File: src/rtl/nist04_pattern_gen.sv
// nist04_pattern_gen: serial stimulus source for the longest-run checker.
// Emits 8-bit blocks, MSB first, whose longest run of ones hits a class.
module nist04_pattern_gen #(
  parameter logic [15:0] SEED          = 16'hACE1,
  parameter bit          FALLBACK_ONLY = 1'b0
) (
  input  logic       clk,
  input  logic       rstn,
  input  logic       en,
  input  logic       constrain,
  input  logic [1:0] cls_sel,
  output logic       RND_out,
  output logic       out_valid,
  output logic       blk_start,
  output logic [1:0] blk_class,
  output logic       fallback,
  output logic       frame_done
);

  typedef enum logic {
    PRIME,
    RUN
  } state_e;

  localparam logic [15:0] SEED_EFF =
    (SEED == 16'h0000) ? 16'hACE1 : SEED;

  function automatic logic [1:0] run_class(
    input logic [7:0] v
  );
    logic [3:0] run;
    logic [3:0] best;
    logic [1:0] cls;
    run  = 4'd0;
    best = 4'd0;
    cls  = 2'd0;
    for (int i = 0; i < 8; i++) begin
      run = v[i] ? run + 4'd1 : 4'd0;
      if (run > best) best = run;
    end
    unique case (1'b1)
      (best <= 4'd1): cls = 2'd0;
      (best == 4'd2): cls = 2'd1;
      (best == 4'd3): cls = 2'd2;
      (best >= 4'd4): cls = 2'd3;
    endcase
    return cls;
  endfunction

  function automatic logic [7:0] tmpl(
    input logic [1:0] c
  );
    logic [7:0] t;
    unique case (c)
      2'd0: t = 8'b0101_0101;
      2'd1: t = 8'b0011_0011;
      2'd2: t = 8'b0111_0111;
      2'd3: t = 8'b0000_1111;
    endcase
    return t;
  endfunction

  state_e      state_q, state_d;
  logic [15:0] lfsr_q, lfsr_d;
  logic [2:0]  bit_cnt_q, bit_cnt_d;
  logic [3:0]  blk_idx_q, blk_idx_d;
  logic        found_q, found_d;
  logic [1:0]  req_q, req_d;
  logic        mode_q, mode_d;
  logic [7:0]  nxt_blk_q, nxt_blk_d;
  logic        nxt_fb_q, nxt_fb_d;
  logic [7:0]  shreg_q, shreg_d;
  logic        rnd_q, rnd_d;
  logic        valid_q, valid_d;
  logic        start_q, start_d;
  logic [1:0]  class_q, class_d;
  logic        fb_q, fb_d;
  logic        fd_q, fd_d;

  logic        lfsr_fb;
  logic [7:0]  cand;
  logic [1:0]  cand_cls;
  logic        win_start;
  logic        win_end;
  logic [1:0]  req_eff;
  logic        mode_eff;
  logic        found_eff;
  logic        hit;

  assign lfsr_fb   = lfsr_q[15] ^ lfsr_q[13]
                   ^ lfsr_q[12] ^ lfsr_q[10];
  assign cand      = lfsr_q[7:0];
  assign cand_cls  = run_class(cand);
  assign win_start = bit_cnt_q == 3'd0;
  assign win_end   = bit_cnt_q == 3'd7;
  // Window-opening cycle sees the live request, later cycles the sample.
  assign req_eff   = win_start ? cls_sel : req_q;
  assign mode_eff  = win_start ? constrain : mode_q;
  assign found_eff = win_start ? 1'b0 : found_q;
  assign hit       = !FALLBACK_ONLY && !found_eff
                   && (cand_cls == req_eff);

  always_comb begin
    state_d   = state_q;
    lfsr_d    = lfsr_q;
    bit_cnt_d = bit_cnt_q;
    blk_idx_d = blk_idx_q;
    found_d   = found_q;
    req_d     = req_q;
    mode_d    = mode_q;
    nxt_blk_d = nxt_blk_q;
    nxt_fb_d  = nxt_fb_q;
    shreg_d   = shreg_q;
    rnd_d     = rnd_q;
    valid_d   = valid_q;
    start_d   = 1'b0;
    class_d   = class_q;
    fb_d      = fb_q;
    fd_d      = 1'b0;
    if (en) begin
      lfsr_d    = {lfsr_q[14:0], lfsr_fb};
      bit_cnt_d = bit_cnt_q + 3'd1;
      found_d   = found_eff;
      if (win_start) begin
        req_d  = cls_sel;
        mode_d = constrain;
      end
      if (hit) begin
        nxt_blk_d = cand;
        nxt_fb_d  = 1'b0;
        found_d   = 1'b1;
      end
      if (win_end) begin
        if (FALLBACK_ONLY) begin
          nxt_blk_d = tmpl(req_eff);
          nxt_fb_d  = 1'b1;
        end else if (!mode_eff) begin
          nxt_blk_d = cand;
          nxt_fb_d  = 1'b0;
        end else if (!found_eff && !hit) begin
          nxt_blk_d = tmpl(req_eff);
          nxt_fb_d  = 1'b1;
        end
      end
      unique case (state_q)
        PRIME: begin
          rnd_d   = 1'b0;
          valid_d = 1'b0;
          if (win_end) state_d = RUN;
        end
        RUN: begin
          if (win_start) begin
            shreg_d = {nxt_blk_q[6:0], 1'b0};
            rnd_d   = nxt_blk_q[7];
            class_d = run_class(nxt_blk_q);
            fb_d    = nxt_fb_q;
            start_d = 1'b1;
            valid_d = 1'b1;
          end else begin
            shreg_d = {shreg_q[6:0], 1'b0};
            rnd_d   = shreg_q[7];
          end
          if (win_end) begin
            fd_d      = blk_idx_q == 4'd15;
            blk_idx_d = blk_idx_q + 4'd1;
          end
        end
      endcase
    end
  end

  always_ff @(posedge clk or negedge rstn) begin
    if (!rstn) begin
      state_q   <= PRIME;
      lfsr_q    <= SEED_EFF;
      bit_cnt_q <= 3'd0;
      blk_idx_q <= 4'd0;
      found_q   <= 1'b0;
      req_q     <= 2'd0;
      mode_q    <= 1'b0;
      nxt_blk_q <= 8'd0;
      nxt_fb_q  <= 1'b0;
      shreg_q   <= 8'd0;
      rnd_q     <= 1'b0;
      valid_q   <= 1'b0;
      start_q   <= 1'b0;
      class_q   <= 2'd0;
      fb_q      <= 1'b0;
      fd_q      <= 1'b0;
    end else begin
      state_q   <= state_d;
      lfsr_q    <= lfsr_d;
      bit_cnt_q <= bit_cnt_d;
      blk_idx_q <= blk_idx_d;
      found_q   <= found_d;
      req_q     <= req_d;
      mode_q    <= mode_d;
      nxt_blk_q <= nxt_blk_d;
      nxt_fb_q  <= nxt_fb_d;
      shreg_q   <= shreg_d;
      rnd_q     <= rnd_d;
      valid_q   <= valid_d;
      start_q   <= start_d;
      class_q   <= class_d;
      fb_q      <= fb_d;
      fd_q      <= fd_d;
    end
  end

  assign RND_out    = rnd_q;
  assign out_valid  = valid_q;
  assign blk_start  = start_q;
  assign blk_class  = class_q;
  assign fallback   = fb_q;
  assign frame_done = fd_q;

endmodule

File: config.mk
export PLATFORM = sky130hd
export DESIGN_NAME = nist04_pattern_gen
export DESIGN_NICKNAME = d
export VERILOG_FILES = /design/src/rtl/nist04_pattern_gen.sv
export SDC_FILE = /design/constraint.sdc
export NUM_CORES = 1
export LEC_CHECK = 0
export BUFFER_PORTS_ARGS = -buffer_cell sky130_fd_sc_hd__buf_4
export CAP_MARGIN = 20
export CORE_MARGIN = 2
export CORE_UTILIZATION = 35
export CTS_BUF_LIST = sky130_fd_sc_hd__clkbuf_4 sky130_fd_sc_hd__clkbuf_8
export DETAILED_ROUTE_END_ITERATION = 10
export PLACE_DENSITY = 0.54
export RECOVER_POWER = 50
export SLEW_MARGIN = 20
export SYNTH_ARGS = -nofsm -noshare
export SYNTH_HDL_FRONTEND = slang
export SYNTH_SLANG_ARGS = --single-unit
File: constraint.sdc
create_clock -name clk -period 9.61 [get_ports clk]
set_clock_uncertainty 0.1 [all_clocks]
set_input_delay 1.4415 -clock clk [delete_from_list [all_inputs] [get_ports clk]]
set_output_delay 1.4415 -clock clk [all_outputs]
set_load 0.01 [all_outputs]
==> flow_metrics.env <==
export IMPL_status="finished with violations"
export IMPL_violations="max-capacitance violations, max-slew violations"
export IMPL_hp_class="flop to flop"
export IMPL_dp_hpwl_um=7760
export IMPL_overflow=0
export IMPL_ys_top_cells_by_count="ha_1, inv_1, nand2_1"
export IMPL_slowest_stage="dfstp_2"
export IMPL_clk_path_buf_depth=2
export IMPL_dr_pass1_iters=4
export IMPL_start_util_pct=35.8
export IMPL_antenna_found_initial=0
export IMPL_synth_cell_types=78
export IMPL_ys_seq_area_share_pct=28.6
export IMPL_ys_warn_count=0
export IMPL_hold_viol=0
export IMPL_critPathMaxFanout=7
export IMPL_syn2layout_area_growth_pct=12.0
export IMPL_muxShareOfSynthArea_pct=7.10
export IMPL_die_area_um2=13800
export IMPL_cp_required_ps=9710
export IMPL_crit_path_start_kind="flop"
export IMPL_synth_xor_area_share_pct=2.53
export IMPL_path_buf_inv=3
export IMPL_worstMarginPinSlew_ps=2610
export IMPL_num_antenna_cells=0
export IMPL_h_tree_depth=2
export IMPL_grt_pass1_vias=3703
export IMPL_via_count=3677
export IMPL_max_stage_delay_ps=590
export IMPL_cts_tree="yes"
export IMPL_numCtsBuffers=5
export IMPL_die_x_um=117
export IMPL_via_per_inst=5.15
export IMPL_crit_family="compound AO/OA/AOI/OAI gates"
export IMPL_io_pins=13
export IMPL_synth_top_cell_by_area="dfrtp_1"
export IMPL_grt_pass1_wl_um=17200
export IMPL_max_slew_margin_pct=-73.7
export IMPL_setup_viol=0
export IMPL_synth_most_common_cell="ha_1"
export IMPL_post_route_min_period_ps=9070
export IMPL_core_area_um2=12600
export IMPL_ys_flop_type="dfrtp_1"
export IMPL_io_buffers=12
export IMPL_syn_inst=516
export IMPL_crit_top_cell="ha_1"
export IMPL_ant_nets=0
export IMPL_wirelength_um=10000
export IMPL_synth_top_cell_area_share_pct=23.9
export IMPL_synthSimpleGateAreaFrac_pct=19.3
export IMPL_synth_top_family_by_area="compound AO/OA/AOI/OAI gates"
export IMPL_grt_util_all_layers_pct=14.6
export IMPL_nNetsFinal=601
export IMPL_clk_pin_slew_ps=90
export IMPL_fmax_mhz=110
export IMPL_rrSetupSlack_ps=540
export IMPL_drc=0
export IMPL_grt_max_degree=52
export IMPL_cap_violations=1
export IMPL_slew_violations=52
export IMPL_synth_edff_count=0
export IMPL_cts_root_buf="clkbuf_8"
export IMPL_synth_compound_area_share_pct=21.9
export IMPL_place_gp_congestion=0.806
export IMPL_fin_util_pct=40.0
export IMPL_clock_latency_ps=310
export IMPL_synth_area_um2=4500
export IMPL_dieHeight_um=117
export IMPL_setup_worst_path_class="flop to flop"
export IMPL_period_share_pct=94.4
export IMPL_fill_cells=1308
export IMPL_cts_sinks=51
export IMPL_worstPathArrival_ps=9170
export IMPL_dr_first_iter_drc_count=212
export IMPL_synth_fa_ha_area_share_pct=15.0
export IMPL_async_flop_share_pct=100
export IMPL_end_kind="flop"
export IMPL_syn_area_per_cell_um2=8.71
export IMPL_rows=41
export IMPL_wl_per_cell_um=14.0
export IMPL_yosys_top_cells_area="dfrtp_1, ha_1, mux2_2"
export IMPL_drive_above_1_share_pct=16.6
export IMPL_synth_seq_cells=51
[layout by cell type, fill, tap and decap left out, types with 7 or more instances in the layout]
| cell | count |
|---|---|
| inv_1 | 51 |
| o221ai_1 | 8 |
| nor2b_1 | 10 |
| o21ai_0 | 30 |
| nand4_1 | 7 |
| xnor2_1 | 10 |
| mux2i_1 | 7 |
| nand3_1 | 9 |
| nand2_1 | 51 |
| o21a_1 | 9 |
| buf_4 | 22 |
| nor2_1 | 38 |
| nand2b_1 | 14 |
| mux2_2 | 19 |
| nor3_1 | 8 |
| dfstp_2 | 8 |
| a21oi_1 | 27 |
| dfrtp_1 | 42 |
| ha_1 | 54 |
[worst reg2reg max path: cells and delay by family (launching register included)]
| family | cells | cell delay [ps] |
|---|---|---|
| AO/OA/AOI/OAI | 15 | 3220 |
| adder cells (fa/ha/maj) | 7 | 1980 |
| AND/OR/NAND/NOR | 10 | 1810 |
| multiplexers | 3 | 990 |
| flip-flops | 1 | 590 |
| buffers and inverters | 3 | 300 |
[cells by family after synthesis]
group,count (synthesis)
DFF,51
muxes,29
buffers and inverters,62
and+or+nand+nor,171
adders and majority gates,54
other,2
xor gates and xnor gates,13
AOI/OAI and AO/OA,134
[repair_timing]
| item | 4_1_cts | 5_1_grt |
|---|---|---|
| buffers inserted | 0 | 4 |
| hold buffers | 0 | 0 |
| endpoints found under the setup margin | 0 | 12 |
| gates resized for setup | 0 | 14 |
[flip-flops by register name (all words and copies together), names as in the netlist, 2 cells and up]
signal     flops
nxt_blk_q      8
blk_idx_q      4
bit_cnt_q      3
shreg_q        7
blk_class      2
lfsr_q        16
req_q          2
[stage by stage]
step	cells	setup WS (ps)	setup TNS [ps]	hold WS, ps	instance area (µm²)
2_1_floorplan	520	297	0	346	4510
3_3_place_gp	702	340	0	362	4830
3_5_place_dp	702	113	0	370	4830
4_1_cts	710	63.0	0	387	4940
5_1_grt	714	-36.8	-90.9	411	5030
6_report	714	537	0	379	5030
[layer usage]
layer  track usage, %  routed length (µm)
met1             19.9                4960
met2             25.0                4760
met3             1.61                 166
met4             3.39                 116
met5                0                   0
[final cells by class]
cell class | count | area [µm²] | area share, %
clock buffers | 5 | 68.8 | 1.37
clock inverters | 3 | 43.8 | 0.870
inverters | 52 | 195 | 3.88
multi-input cells | 407 | 3050 | 60.6
flip-flops and latches | 51 | 1290 | 25.6
well taps | 172 | 215 | 4.28
repair buffers | 24 | 174 | 3.46
[worst paths after layout]
check | start | endpoint | cells after the start
min | blk_idx_q[3]$_DFFE_PN0P_ | blk_idx_q[3]$_DFFE_PN0P_ | 1
min in group asynchronous | rstn | lfsr_q[12]$_DFFE_PN0P_ | 1
max reg2reg | lfsr_q[0]$_DFFE_PN1P_ | nxt_blk_q[0]$_DFFE_PN0P_ | 38
max in group asynchronous | rstn | lfsr_q[1]$_DFFE_PN0P_ | 1
max | lfsr_q[0]$_DFFE_PN1P_ | nxt_blk_q[0]$_DFFE_PN0P_ | 38
min reg2reg | blk_idx_q[3]$_DFFE_PN0P_ | blk_idx_q[3]$_DFFE_PN0P_ | 1
Power is not shown: default switching activity piles up to over one toggle a cycle in this logic, so the estimate is an artifact.
